<file path="src/rtl/ads42_spi_arbiter.sv">
// ads42_spi_arbiter: round-robin sharing of one ads42_spi_master between two command
// sources, with read-byte routing, an inter-frame gap and a watchdog on o_spi_done.
module ads42_spi_arbiter #(
  parameter int unsigned DATA_WITH   = 16,
  parameter int unsigned RDATA_WITH  = 8,
  parameter int unsigned CNT_WITH    = 8,
  parameter int unsigned GAP_CYC     = 4,
  parameter int unsigned TIMEOUT_CYC = 4096
) (
  input  logic                  sys_clk,
  input  logic                  rst_n,
  input  logic                  i_req0,
  input  logic                  i_req1,
  input  logic [DATA_WITH-1:0]  i_dat0,
  input  logic [DATA_WITH-1:0]  i_dat1,
  input  logic [CNT_WITH-1:0]   i_cnt0,
  input  logic [CNT_WITH-1:0]   i_cnt1,
  output logic                  o_ack0,
  output logic                  o_ack1,
  output logic                  o_done0,
  output logic                  o_done1,
  output logic                  o_err0,
  output logic                  o_err1,
  output logic [RDATA_WITH-1:0] o_rdat0,
  output logic [RDATA_WITH-1:0] o_rdat1,
  output logic                  o_rvalid0,
  output logic                  o_rvalid1,
  output logic                  o_busy,
  output logic [DATA_WITH-1:0]  o_dat_in,
  output logic                  o_opt_start,
  output logic [CNT_WITH-1:0]   o_opt_cnt,
  input  logic [RDATA_WITH-1:0] i_dat_out,
  input  logic                  i_dat_vaild,
  input  logic                  i_spi_done
);

  localparam int unsigned WdW  = (TIMEOUT_CYC > 1) ? $clog2(TIMEOUT_CYC) : 1;
  localparam int unsigned GapW = $clog2(GAP_CYC + 1);
  localparam logic [WdW-1:0]  WdLast  = WdW'(TIMEOUT_CYC - 1);
  localparam logic [GapW-1:0] GapLast = GapW'(GAP_CYC - 1);

  typedef enum logic [1:0] {StIdle, StStart, StBusy, StGap} state_e;

  state_e                state_q, state_d;
  logic                  ptr_q, ptr_d;
  logic                  owner_q, owner_d;
  logic [WdW-1:0]        wd_q, wd_d;
  logic [GapW-1:0]       gap_q, gap_d;
  logic [DATA_WITH-1:0]  dat_in_q, dat_in_d;
  logic [CNT_WITH-1:0]   opt_cnt_q, opt_cnt_d;
  logic                  opt_start_q, opt_start_d;
  logic                  busy_q, busy_d;
  logic [1:0]            ack_q, ack_d;
  logic [1:0]            done_q, done_d;
  logic [1:0]            err_q, err_d;
  logic [1:0]            rvalid_q, rvalid_d;
  logic [RDATA_WITH-1:0] rdat0_q, rdat0_d;
  logic [RDATA_WITH-1:0] rdat1_q, rdat1_d;

  logic       grant1;
  logic [1:0] own_oh;

  // With both requesting, the port that did not win last time goes next.
  assign grant1 = i_req1 && (!i_req0 || !ptr_q);
  assign own_oh = owner_q ? 2'b10 : 2'b01;

  always_comb begin
    state_d     = state_q;
    ptr_d       = ptr_q;
    owner_d     = owner_q;
    wd_d        = wd_q;
    gap_d       = gap_q;
    dat_in_d    = dat_in_q;
    opt_cnt_d   = opt_cnt_q;
    opt_start_d = 1'b0;
    busy_d      = busy_q;
    ack_d       = 2'b00;
    done_d      = 2'b00;
    err_d       = 2'b00;
    rvalid_d    = 2'b00;
    rdat0_d     = rdat0_q;
    rdat1_d     = rdat1_q;
    unique case (state_q)
      StIdle: begin
        if (i_req0 || i_req1) begin
          owner_d   = grant1;
          ptr_d     = grant1;
          dat_in_d  = grant1 ? i_dat1 : i_dat0;
          opt_cnt_d = grant1 ? i_cnt1 : i_cnt0;
          ack_d     = grant1 ? 2'b10 : 2'b01;
          busy_d    = 1'b1;
          state_d   = StStart;
        end
      end
      StStart: begin
        opt_start_d = 1'b1;
        wd_d        = '0;
        state_d     = StBusy;
      end
      StBusy: begin
        if (i_dat_vaild) begin
          rvalid_d = own_oh;
          if (owner_q) rdat1_d = i_dat_out;
          else         rdat0_d = i_dat_out;
        end
        if (i_spi_done) begin
          done_d  = own_oh;
          gap_d   = '0;
          state_d = StGap;
        end else if (wd_q == WdLast) begin
          done_d  = own_oh;
          err_d   = own_oh;
          gap_d   = '0;
          state_d = StGap;
        end else begin
          wd_d = wd_q + 1'b1;
        end
      end
      StGap: begin
        if (gap_q == GapLast) begin
          busy_d  = 1'b0;
          state_d = StIdle;
        end else begin
          gap_d = gap_q + 1'b1;
        end
      end
    endcase
  end

  always_ff @(posedge sys_clk or negedge rst_n) begin
    if (!rst_n) begin
      state_q     <= StIdle;
      ptr_q       <= 1'b1;
      owner_q     <= 1'b0;
      wd_q        <= '0;
      gap_q       <= '0;
      dat_in_q    <= '0;
      opt_cnt_q   <= '0;
      opt_start_q <= 1'b0;
      busy_q      <= 1'b0;
      ack_q       <= 2'b00;
      done_q      <= 2'b00;
      err_q       <= 2'b00;
      rvalid_q    <= 2'b00;
      rdat0_q     <= '0;
      rdat1_q     <= '0;
    end else begin
      state_q     <= state_d;
      ptr_q       <= ptr_d;
      owner_q     <= owner_d;
      wd_q        <= wd_d;
      gap_q       <= gap_d;
      dat_in_q    <= dat_in_d;
      opt_cnt_q   <= opt_cnt_d;
      opt_start_q <= opt_start_d;
      busy_q      <= busy_d;
      ack_q       <= ack_d;
      done_q      <= done_d;
      err_q       <= err_d;
      rvalid_q    <= rvalid_d;
      rdat0_q     <= rdat0_d;
      rdat1_q     <= rdat1_d;
    end
  end

  assign o_ack0      = ack_q[0];
  assign o_ack1      = ack_q[1];
  assign o_done0     = done_q[0];
  assign o_done1     = done_q[1];
  assign o_err0      = err_q[0];
  assign o_err1      = err_q[1];
  assign o_rvalid0   = rvalid_q[0];
  assign o_rvalid1   = rvalid_q[1];
  assign o_rdat0     = rdat0_q;
  assign o_rdat1     = rdat1_q;
  assign o_busy      = busy_q;
  assign o_dat_in    = dat_in_q;
  assign o_opt_start = opt_start_q;
  assign o_opt_cnt   = opt_cnt_q;

endmodule
</file>
<file path="config.mk">
export PLATFORM = sky130hd
export DESIGN_NAME = ads42_spi_arbiter
export DESIGN_NICKNAME = d
export VERILOG_FILES = /design/src/rtl/ads42_spi_arbiter.sv
export SDC_FILE = /design/constraint.sdc
export NUM_CORES = 1
export LEC_CHECK = 0
export CORE_ASPECT_RATIO = 2
export CORE_UTILIZATION = 40
export CTS_BUF_LIST = sky130_fd_sc_hd__clkbuf_4 sky130_fd_sc_hd__clkbuf_8
export DETAILED_ROUTE_END_ITERATION = 7
export DONT_BUFFER_PORTS = 1
export PLACE_DENSITY_LB_ADDON = 0.1
export SKIP_LAST_GASP = 1
export SYNTH_ARGS = -nofsm -noshare
export SYNTH_HDL_FRONTEND = slang
export SYNTH_SLANG_ARGS = --single-unit
</file>
<file path="constraint.sdc">
create_clock -name sys_clk -period 4.45 [get_ports sys_clk]
set_input_delay 0 -clock sys_clk [delete_from_list [all_inputs] [get_ports sys_clk]]
set_output_delay 0 -clock sys_clk [all_outputs]
set_load 0.005 [all_outputs]
</file>
==> metrics.json, run 1 <==
{
  "critical_path": {
    "reg2reg_setup_slack_ps": 2110,
    "crit_path_class": "flop to flop",
    "worst_setup_path_end_kind": "flop",
    "critical_path_arrival_ps": 2530,
    "rr_worst_depth": 4,
    "cp-start-kind": "flop",
    "worst-endpoint-required_ps": 4630,
    "worst_r2r_startpoint": "ptr_q",
    "crit_fanout": 26,
    "worstReg2RegEnd": "o_opt_cnt[2]"
  },
  "yosys": {
    "synth_fp_nets": 393,
    "synthDistinctLibCells": 52,
    "synth-edff-count": 0,
    "synthDominantAreaCellType": "dfrtp_1",
    "post_synth.cell_area_avg_um2": 10.4,
    "most_used_flip_flop_cell_after_synthesis": "dfrtp_1",
    "ys_ff_latch": 69,
    "synth_seq_area_share": 0.515,
    "synthTopCellsByCount": "dfrtp_1 (68), nand2_1 (59), mux2i_1 (27)",
    "syn_inst": 323,
    "synthMostInstantiatedCell": "dfrtp_1",
    "synth.area.top_cells": "dfrtp_1 (51%), mux2i_1 (8.1%), nand2_1 (6.6%)",
    "yosys.area.top_type_share": 0.507,
    "yosys_warnings": 0,
    "mappedNetlistArea_um2": 3350,
    "synth_async_sr_flop_share": 1.00
  },
  "clocking": {
    "cts_max_level": 3,
    "numClockSinks": 69,
    "root_buffer": "clkbuf_8",
    "post-cts-setup-buffers": 0,
    "tritoncts.num_buffers": 9,
    "worst_setup_hold_path_clk_slew_ps": 80,
    "tritoncts": "done",
    "cts.path.max_buffers": 2,
    "worstSkewPairLatency_ps": 360,
    "postCtsResizedCells": 0
  },
  "detailed_routing": {
    "detail_route.first_pass.iterations": 4,
    "routed_wl_um": 8180,
    "detail_route.vias_per_cell": 5.44,
    "postRouteAntennaNets": 0,
    "routed_wire_length_per_instance_um": 17.2,
    "detail_route.drc_violations": 0,
    "dr.first_iter.drc_count": 151,
    "dr_total_vias": 2596
  },
  "floorplanning": {
    "row_count": 46,
    "io_pins": 112,
    "width_of_the_die_um": 66.8,
    "initial_utilization": 0.419,
    "floorplan.die.height_um": 132,
    "die_area_um2": 8780,
    "core-area_um2": 8000
  },
  "grt": {
    "grt_most_used_layer": "met2",
    "grt.overflow.total": 0,
    "groute.usage.overall": 0.201,
    "grt_max_degree": 70,
    "groute.layer.met2.usage": 0.347,
    "global_route_wire_length_before_repair_um": 13300,
    "grt_antenna_before_repair": 0,
    "globalRouteMet1Util": 0.208,
    "global_route.usage.met3": 0.0729,
    "grt_pass1_vias": 2667
  },
  "cells_and_area": {
    "layout-area-overhead-vs-synth_pct": 26.7,
    "antenna_cells": 0,
    "final_standard_cell_area_without_fillers_um2": 4250,
    "num-nets-final": 446,
    "final_layout_size_suffix_gt1_frac": 0.0945,
    "final-instance-count-excl-fill": 477,
    "fill_cells": 709
  },
  "timing": {
    "slew_worst_pin_ps": 1110,
    "final_tns_setup_ps": 0,
    "fmaxAchievable_mhz": 426,
    "setup-violations-final": 0,
    "skew_ps": 9.04,
    "maxSlewHeadroom": 0.257,
    "layout_worst_path_cycle_share": 0.527,
    "post-route-min-period_ps": 2340,
    "timing_max_transition_violations_final": 0,
    "finalHoldViolCount": 0,
    "rsz_0062_raised_after_global_routing": "false"
  },
  "placement": {
    "detailed_place_hpwl_um": 5290,
    "place.port_buffers": 0,
    "dp.cells": 402,
    "gp_congestion": 0.835,
    "placedInstanceArea_um2": 3420
  },
  "run_status": {
    "run_status": "completed"
  },
  "pwr": {
    "max-vdd-ir-drop_uv": 345,
    "power_density_nw_per_um2": 577,
    "p_total_uw": 2450,
    "p_leak_uw": 0.00196
  },
  "flow_run": {
    "maxCapViolations": 0
  },
  "min_path": {
    "timing.hold.worst_path_depth": 2,
    "hp-class": "primary input to flop",
    "hold_end": "ack_q[0]",
    "worst_hold_startpoint": "i_req0"
  }
}
## worst max-delay path by stage
| stage | start | to | slack [ps] | cells after the start |
|---|---|---|---|---|
| after floorplan | gap_q[0] | state_q[1] | 2760 | 7 |
| after global placement | state_q[0] | o_rdat1[2] | 2410 | 4 |
| after detailed placement | state_q[0] | o_rdat1[5] | 2290 | 4 |
| after CTS | ptr_q | o_opt_cnt[5] | 2150 | 4 |
| after global routing | ptr_q | o_opt_cnt[0] | 1940 | 4 |
| final | ptr_q | o_opt_cnt[2] | 2110 | 4 |
## per-layer routing
layer  part of all wire  up-vias
li1                   -     1236
met1               0.35     1227
met4              0.027        0
met2               0.55      115
met5                  0        -
met3              0.066       18
## critical path: stages (launching register included)
cell,delay (ps)
dfstp_2,390
a21boi_4,830
mux2i_1,280
dlygate4sd3_1,580
o21ai_0,90
## stage by stage
| step | worst slack (ps) | hold slack (ps) | utilization |
|---|---|---|---|
| floorplan | 2760 | -296 | - |
| global placement | 2410 | -294 | 0.427 |
| detailed placement | 2290 | -294 | 0.427 |
| CTS | 2150 | 47.4 | 0.531 |
| global route | 1940 | 83.0 | 0.531 |
| finish | 2110 | 69.9 | 0.531 |
## registers in the layout, indices dropped and copies added (netlist names), 2 cells and up
signal,cells
ack_q,2
done_q,2
err_q,2
gap_q,3
o_dat_in,16
o_opt_cnt,8
o_rdat0,8
o_rdat1,8
rvalid_q,2
state_q,2
wd_q,12
## cells in the final DEF (no fill, tap or decap), types with 2 or more instances in the layout
| master | netlist | layout |
|---|---|---|
| and3_1 | 2 | 2 |
| a21o_1 | 7 | 7 |
| nor3_1 | 3 | 3 |
| dlygate4sd3_1 | 0 | 58 |
| nand3b_1 | 4 | 4 |
| mux2_2 | 8 | 8 |
| and2_1 | 3 | 3 |
| xnor2_1 | 2 | 2 |
| a21oi_1 | 7 | 7 |
| o21ai_1 | 17 | 16 |
| o311ai_1 | 5 | 5 |
| nand2b_1 | 2 | 2 |
| nor3b_1 | 5 | 5 |
| mux2i_1 | 27 | 27 |
| and3b_1 | 2 | 2 |
| o211ai_1 | 2 | 2 |
| a221o_1 | 2 | 2 |
| inv_6 | 0 | 4 |
| ha_1 | 8 | 8 |
| nand2_1 | 59 | 59 |
| o21ai_0 | 13 | 13 |
| nand4_1 | 4 | 4 |
| inv_1 | 11 | 11 |
| a31oi_1 | 2 | 2 |
| clkbuf_8 | 0 | 9 |
| dfrtp_1 | 68 | 68 |
| nand3_1 | 10 | 10 |
| bufinv_16 | 0 | 2 |
| nor2_1 | 10 | 10 |
## layout make-up
| class | instances | area, µm² | area share |
|---|---|---|---|
| flip-flops and latches | 69 | 1730 | 0.406 |
| repair buffers | 60 | 616 | 0.145 |
| clock inverters | 7 | 103 | 0.0241 |
| multi-input cells | 224 | 1520 | 0.357 |
| clock buffers | 9 | 124 | 0.0291 |
| inverters | 12 | 45.0 | 0.0106 |
| well taps | 96 | 120 | 0.0283 |
## power by group
group | total [µW] | internal, µW | switching, µW | leakage, µW
Clock | 595 | 323 | 271 | 0.000111
Sequential | 1090 | 875 | 212 | 0.000878
Combinational | 772 | 360 | 412 | 0.000966
Total | 2450 | 1560 | 895 | 0.00196
## timing repair
item,4_1_cts,5_1_grt
hold buffers,59,0
hold endpoints to repair,123,0
endpoints found under the setup margin,0,0
## logic make-up (layout without fill, tap and decap cells)
family                   count (synthesis)  count (layout)  synth area share
adder cells (fa/ha/maj)                  8               8            0.0298
multiplexers                            36              36             0.112
flip-flops                              69              69             0.515
AND/OR/NAND/NOR                        112             112             0.163
AO/OA/AOI/OAI                           65              65             0.132
XOR/XNOR                                 3               3           0.00783
buffers and inverters                   30              88            0.0395
Power figures use the tool's default switching activity.
==> run 2: changes to the inputs <==
==> constraint.sdc (replaced) <==
create_clock -name sys_clk -period 2 [get_ports sys_clk]
set_input_delay 0 -clock sys_clk [delete_from_list [all_inputs] [get_ports sys_clk]]
set_output_delay 0 -clock sys_clk [all_outputs]
set_load 0.005 [all_outputs]
==> run 2 against run 1 <==
Final cell count rose by 2.9%. Design area grew 2.6%. Count of clock-buffer cells in the layout did not move. Largest power group unchanged. Highest routed layer unchanged.
==> metrics.json, run 2 (synthesized netlist as in run 1, its figures left out) <==
{
  "critical_path": {
    "crit_path_class": "flop to flop",
    "cp-start-kind": "flop",
    "critical_path_arrival": {"value": 2140, "unit": "ps", "change": "-390 ps"},
    "worstReg2RegEnd": "gap_q[1]",
    "worst_setup_path_startpoint": "wd_q[0]",
    "crit_fanout": {"value": 10, "change": "-62%"},
    "crit_path_top_delay_cell": "a41oi_4",
    "path_delay_family": "compound AO/OA/AOI/OAI gates",
    "worst_r2r_startpoint": "wd_q[0]",
    "reg2reg_setup_slack": {"value": 110, "unit": "ps", "change": "-2000 ps"},
    "critPathMaxStageDelay": {"value": 450, "unit": "ps", "change": "-380 ps"},
    "critical_path_buffers_and_inverters": {"value": 0, "change": "-1"},
    "worst_path_cell_chain": "ha_1 > and2_1 > a41oi_4 > o21ai_1 > a221o_1",
    "rr_worst_depth": {"value": 5, "change": "+1"},
    "worst_setup_path_end_kind": "flop",
    "worst-endpoint-required": {"value": 2240, "unit": "ps", "change": "-2390 ps"}
  },
  "detailed_routing": {
    "detail_route.drc_violations": {"value": 0, "change": "unchanged"},
    "postRouteAntennaNets": {"value": 0, "change": "unchanged"},
    "routed_wl": {"value": 8310, "unit": "µm", "change": "+1.5%"},
    "detail_route.first_pass.iterations": {"value": 4, "change": "unchanged"},
    "detail_route.vias_per_cell": {"value": 5.42, "change": "-0.49%"},
    "dr_total_vias": {"value": 2659, "change": "+2.4%"},
    "dr.first_iter.drc_count": {"value": 104, "change": "-31%"},
    "routed_wire_length_per_instance": {"value": 16.9, "unit": "µm", "change": "-1.4%"}
  },
  "placement": {
    "detailed_place_hpwl": {"value": 5490, "unit": "µm", "change": "+3.8%"},
    "gp_congestion": {"value": 0.812, "change": "-2.8%"},
    "pre_cts_ws": {"value": 76.9, "unit": "ps", "change": "-2220 ps"},
    "place.port_buffers": {"value": 0, "change": "unchanged"}
  },
  "timing": {
    "finalWorstSetupSlack": {"value": 105, "unit": "ps", "change": "-2000 ps"},
    "skew": {"value": 7.94, "unit": "ps", "change": "-1.10 ps"},
    "timing_max_transition_violations_final": {"value": 0, "change": "unchanged"},
    "rsz_0062_raised_after_global_routing": "true",
    "holdWs": {"value": 100, "unit": "ps", "change": "+30.4 ps"},
    "setup-violations-final": {"value": 0, "change": "unchanged"},
    "post-route-min-period": {"value": 1890, "unit": "ps", "change": "-450 ps"},
    "finalHoldViolCount": {"value": 0, "change": "unchanged"},
    "fmaxAchievable": {"value": 528, "unit": "MHz", "change": "+24%"},
    "maxSlewHeadroom": {"value": 0.282, "change": "+0.0251"},
    "slew_worst_pin": {"value": 1070, "unit": "ps", "change": "-37.5 ps"},
    "layout_worst_path_cycle_share": {"value": 0.947, "change": "+0.421"},
    "final_tns_setup": {"value": 0, "unit": "ps", "change": "unchanged"}
  },
  "pwr": {
    "power_density": {"value": 1270, "unit": "nW/µm²", "change": "+120%"},
    "max-vdd-ir-drop": {"value": 688, "unit": "µV", "change": "+100%"},
    "p_leak": {"value": 0.00202, "unit": "µW", "change": "+3.5%"},
    "p_total": {"value": 5520, "unit": "µW", "change": "+130%"}
  },
  "grt": {
    "grt.overflow.total": {"value": 0, "change": "unchanged"},
    "grt_antenna_before_repair": {"value": 0, "change": "unchanged"},
    "groute.usage.overall": {"value": 0.208, "change": "+0.00718"},
    "grt_max_degree": {"value": 70, "change": "unchanged"},
    "grt_pass1_vias": {"value": 2825, "change": "+5.9%"},
    "global_route_wire_length_before_repair": {"value": 13600, "unit": "µm", "change": "+2.4%"}
  },
  "cells_and_area": {
    "postLayoutCoreUtil": {"value": 0.546, "change": "+0.0141"},
    "num-nets-final": {"value": 460, "change": "+3.1%"},
    "final_layout_size_suffix_gt1_frac": {"value": 0.119, "change": "+0.0245"},
    "layout-area-overhead-vs-synth_pct": 30.1,
    "largest_register_ffs": {"value": 16, "change": "unchanged"},
    "layout_common_cells": "dfrtp_1 (68), dlygate4sd3_1 (61), nand2_1 (59)",
    "antenna_cells": {"value": 0, "change": "unchanged"},
    "final_common_cell": "dfrtp_1",
    "fill_cells": {"value": 698, "change": "-1.6%"}
  },
  "clocking": {
    "tritoncts": "done",
    "numClockSinks": {"value": 69, "change": "unchanged"},
    "tritoncts.num_buffers": {"value": 9, "change": "unchanged"},
    "root_buffer": "clkbuf_8",
    "cts.path.max_buffers": {"value": 2, "change": "unchanged"},
    "cts_max_level": {"value": 3, "change": "unchanged"},
    "worstSkewPairLatency": {"value": 350, "unit": "ps", "change": "about the same"},
    "worst_setup_hold_path_clk_slew": {"value": 80, "unit": "ps", "change": "about the same"}
  },
  "floorplanning": {
    "floorplan.die.height": {"value": 132, "unit": "µm", "change": "unchanged"},
    "initial_utilization": {"value": 0.419, "change": "unchanged"},
    "io_pins": {"value": 112, "change": "unchanged"},
    "row_count": {"value": 46, "change": "unchanged"},
    "die_area": {"value": 8780, "unit": "µm²", "change": "unchanged"},
    "core-area": {"value": 8000, "unit": "µm²", "change": "unchanged"},
    "width_of_the_die": {"value": 66.8, "unit": "µm", "change": "unchanged"}
  },
  "min_path": {
    "worst_hold_startpoint": "i_dat_vaild",
    "hp-class": "primary input to flop",
    "timing.hold.worst_path_depth": {"value": 2, "change": "unchanged"},
    "hold_end": "rvalid_q[1]"
  },
  "flow_run": {
    "maxCapViolations": {"value": 0, "change": "unchanged"}
  },
  "run_status": {
    "run_status": "completed"
  }
}
==> run 2: cell types whose count changed in the layout (fill, tap and decap cells not counted), sizes merged <==
cell         before  now
dlygate4sd3      58   61
buf               2   13
clkinv            1    4
inv              15   12
==> run 2: worst max-delay path by stage <==
stage	to	slack, ps	depth (start not counted)
detailed placement	gap_q[1]	80	5
finish	gap_q[1]	110	5
CTS	o_opt_cnt[4]	40	5
global placement	gap_q[1]	150	5
global route	o_opt_cnt[0]	-0.4	5
floorplan	state_q[1]	310	7
==> run 2: timing repair <==
item,4_1_cts,5_1_grt
gates resized for setup,0,1
hold buffers,62,0
setup endpoints to repair,0,14
buffers inserted,0,1
endpoints found under the hold margin,124,0
==> run 2: area by class of cell <==
class                      count  area (µm²)  area share
clock buffer                   9         124      0.0284
clock inverter                 7        98.8      0.0226
inverter                      12        45.0      0.0103
multi-input combinational    224        1520       0.347
sequential                    69        1730       0.396
tap                           96         120      0.0275
timing repair buffer          74         732       0.168
==> run 2: through the flow <==
step	cells	instance area (µm²)
global placement	412	3490
detailed placement	412	3490
global route	491	4360
CTS	490	4350
floorplan	323	3350
finish	491	4360
==> run 2: routing by layer <==
layer	GRT usage	routed length, µm
met4	0.0898	195
met3	0.0677	482
met2	0.376	4680
met5	0	0
met1	0.205	2950
==> run 2: where the power goes <==
group | internal, µW | leakage, µW | switching (µW)
Sequential | 1950 | 0.000878 | 488
Clock | 708 | 0.000110 | 568
Combinational | 866 | 0.00104 | 948
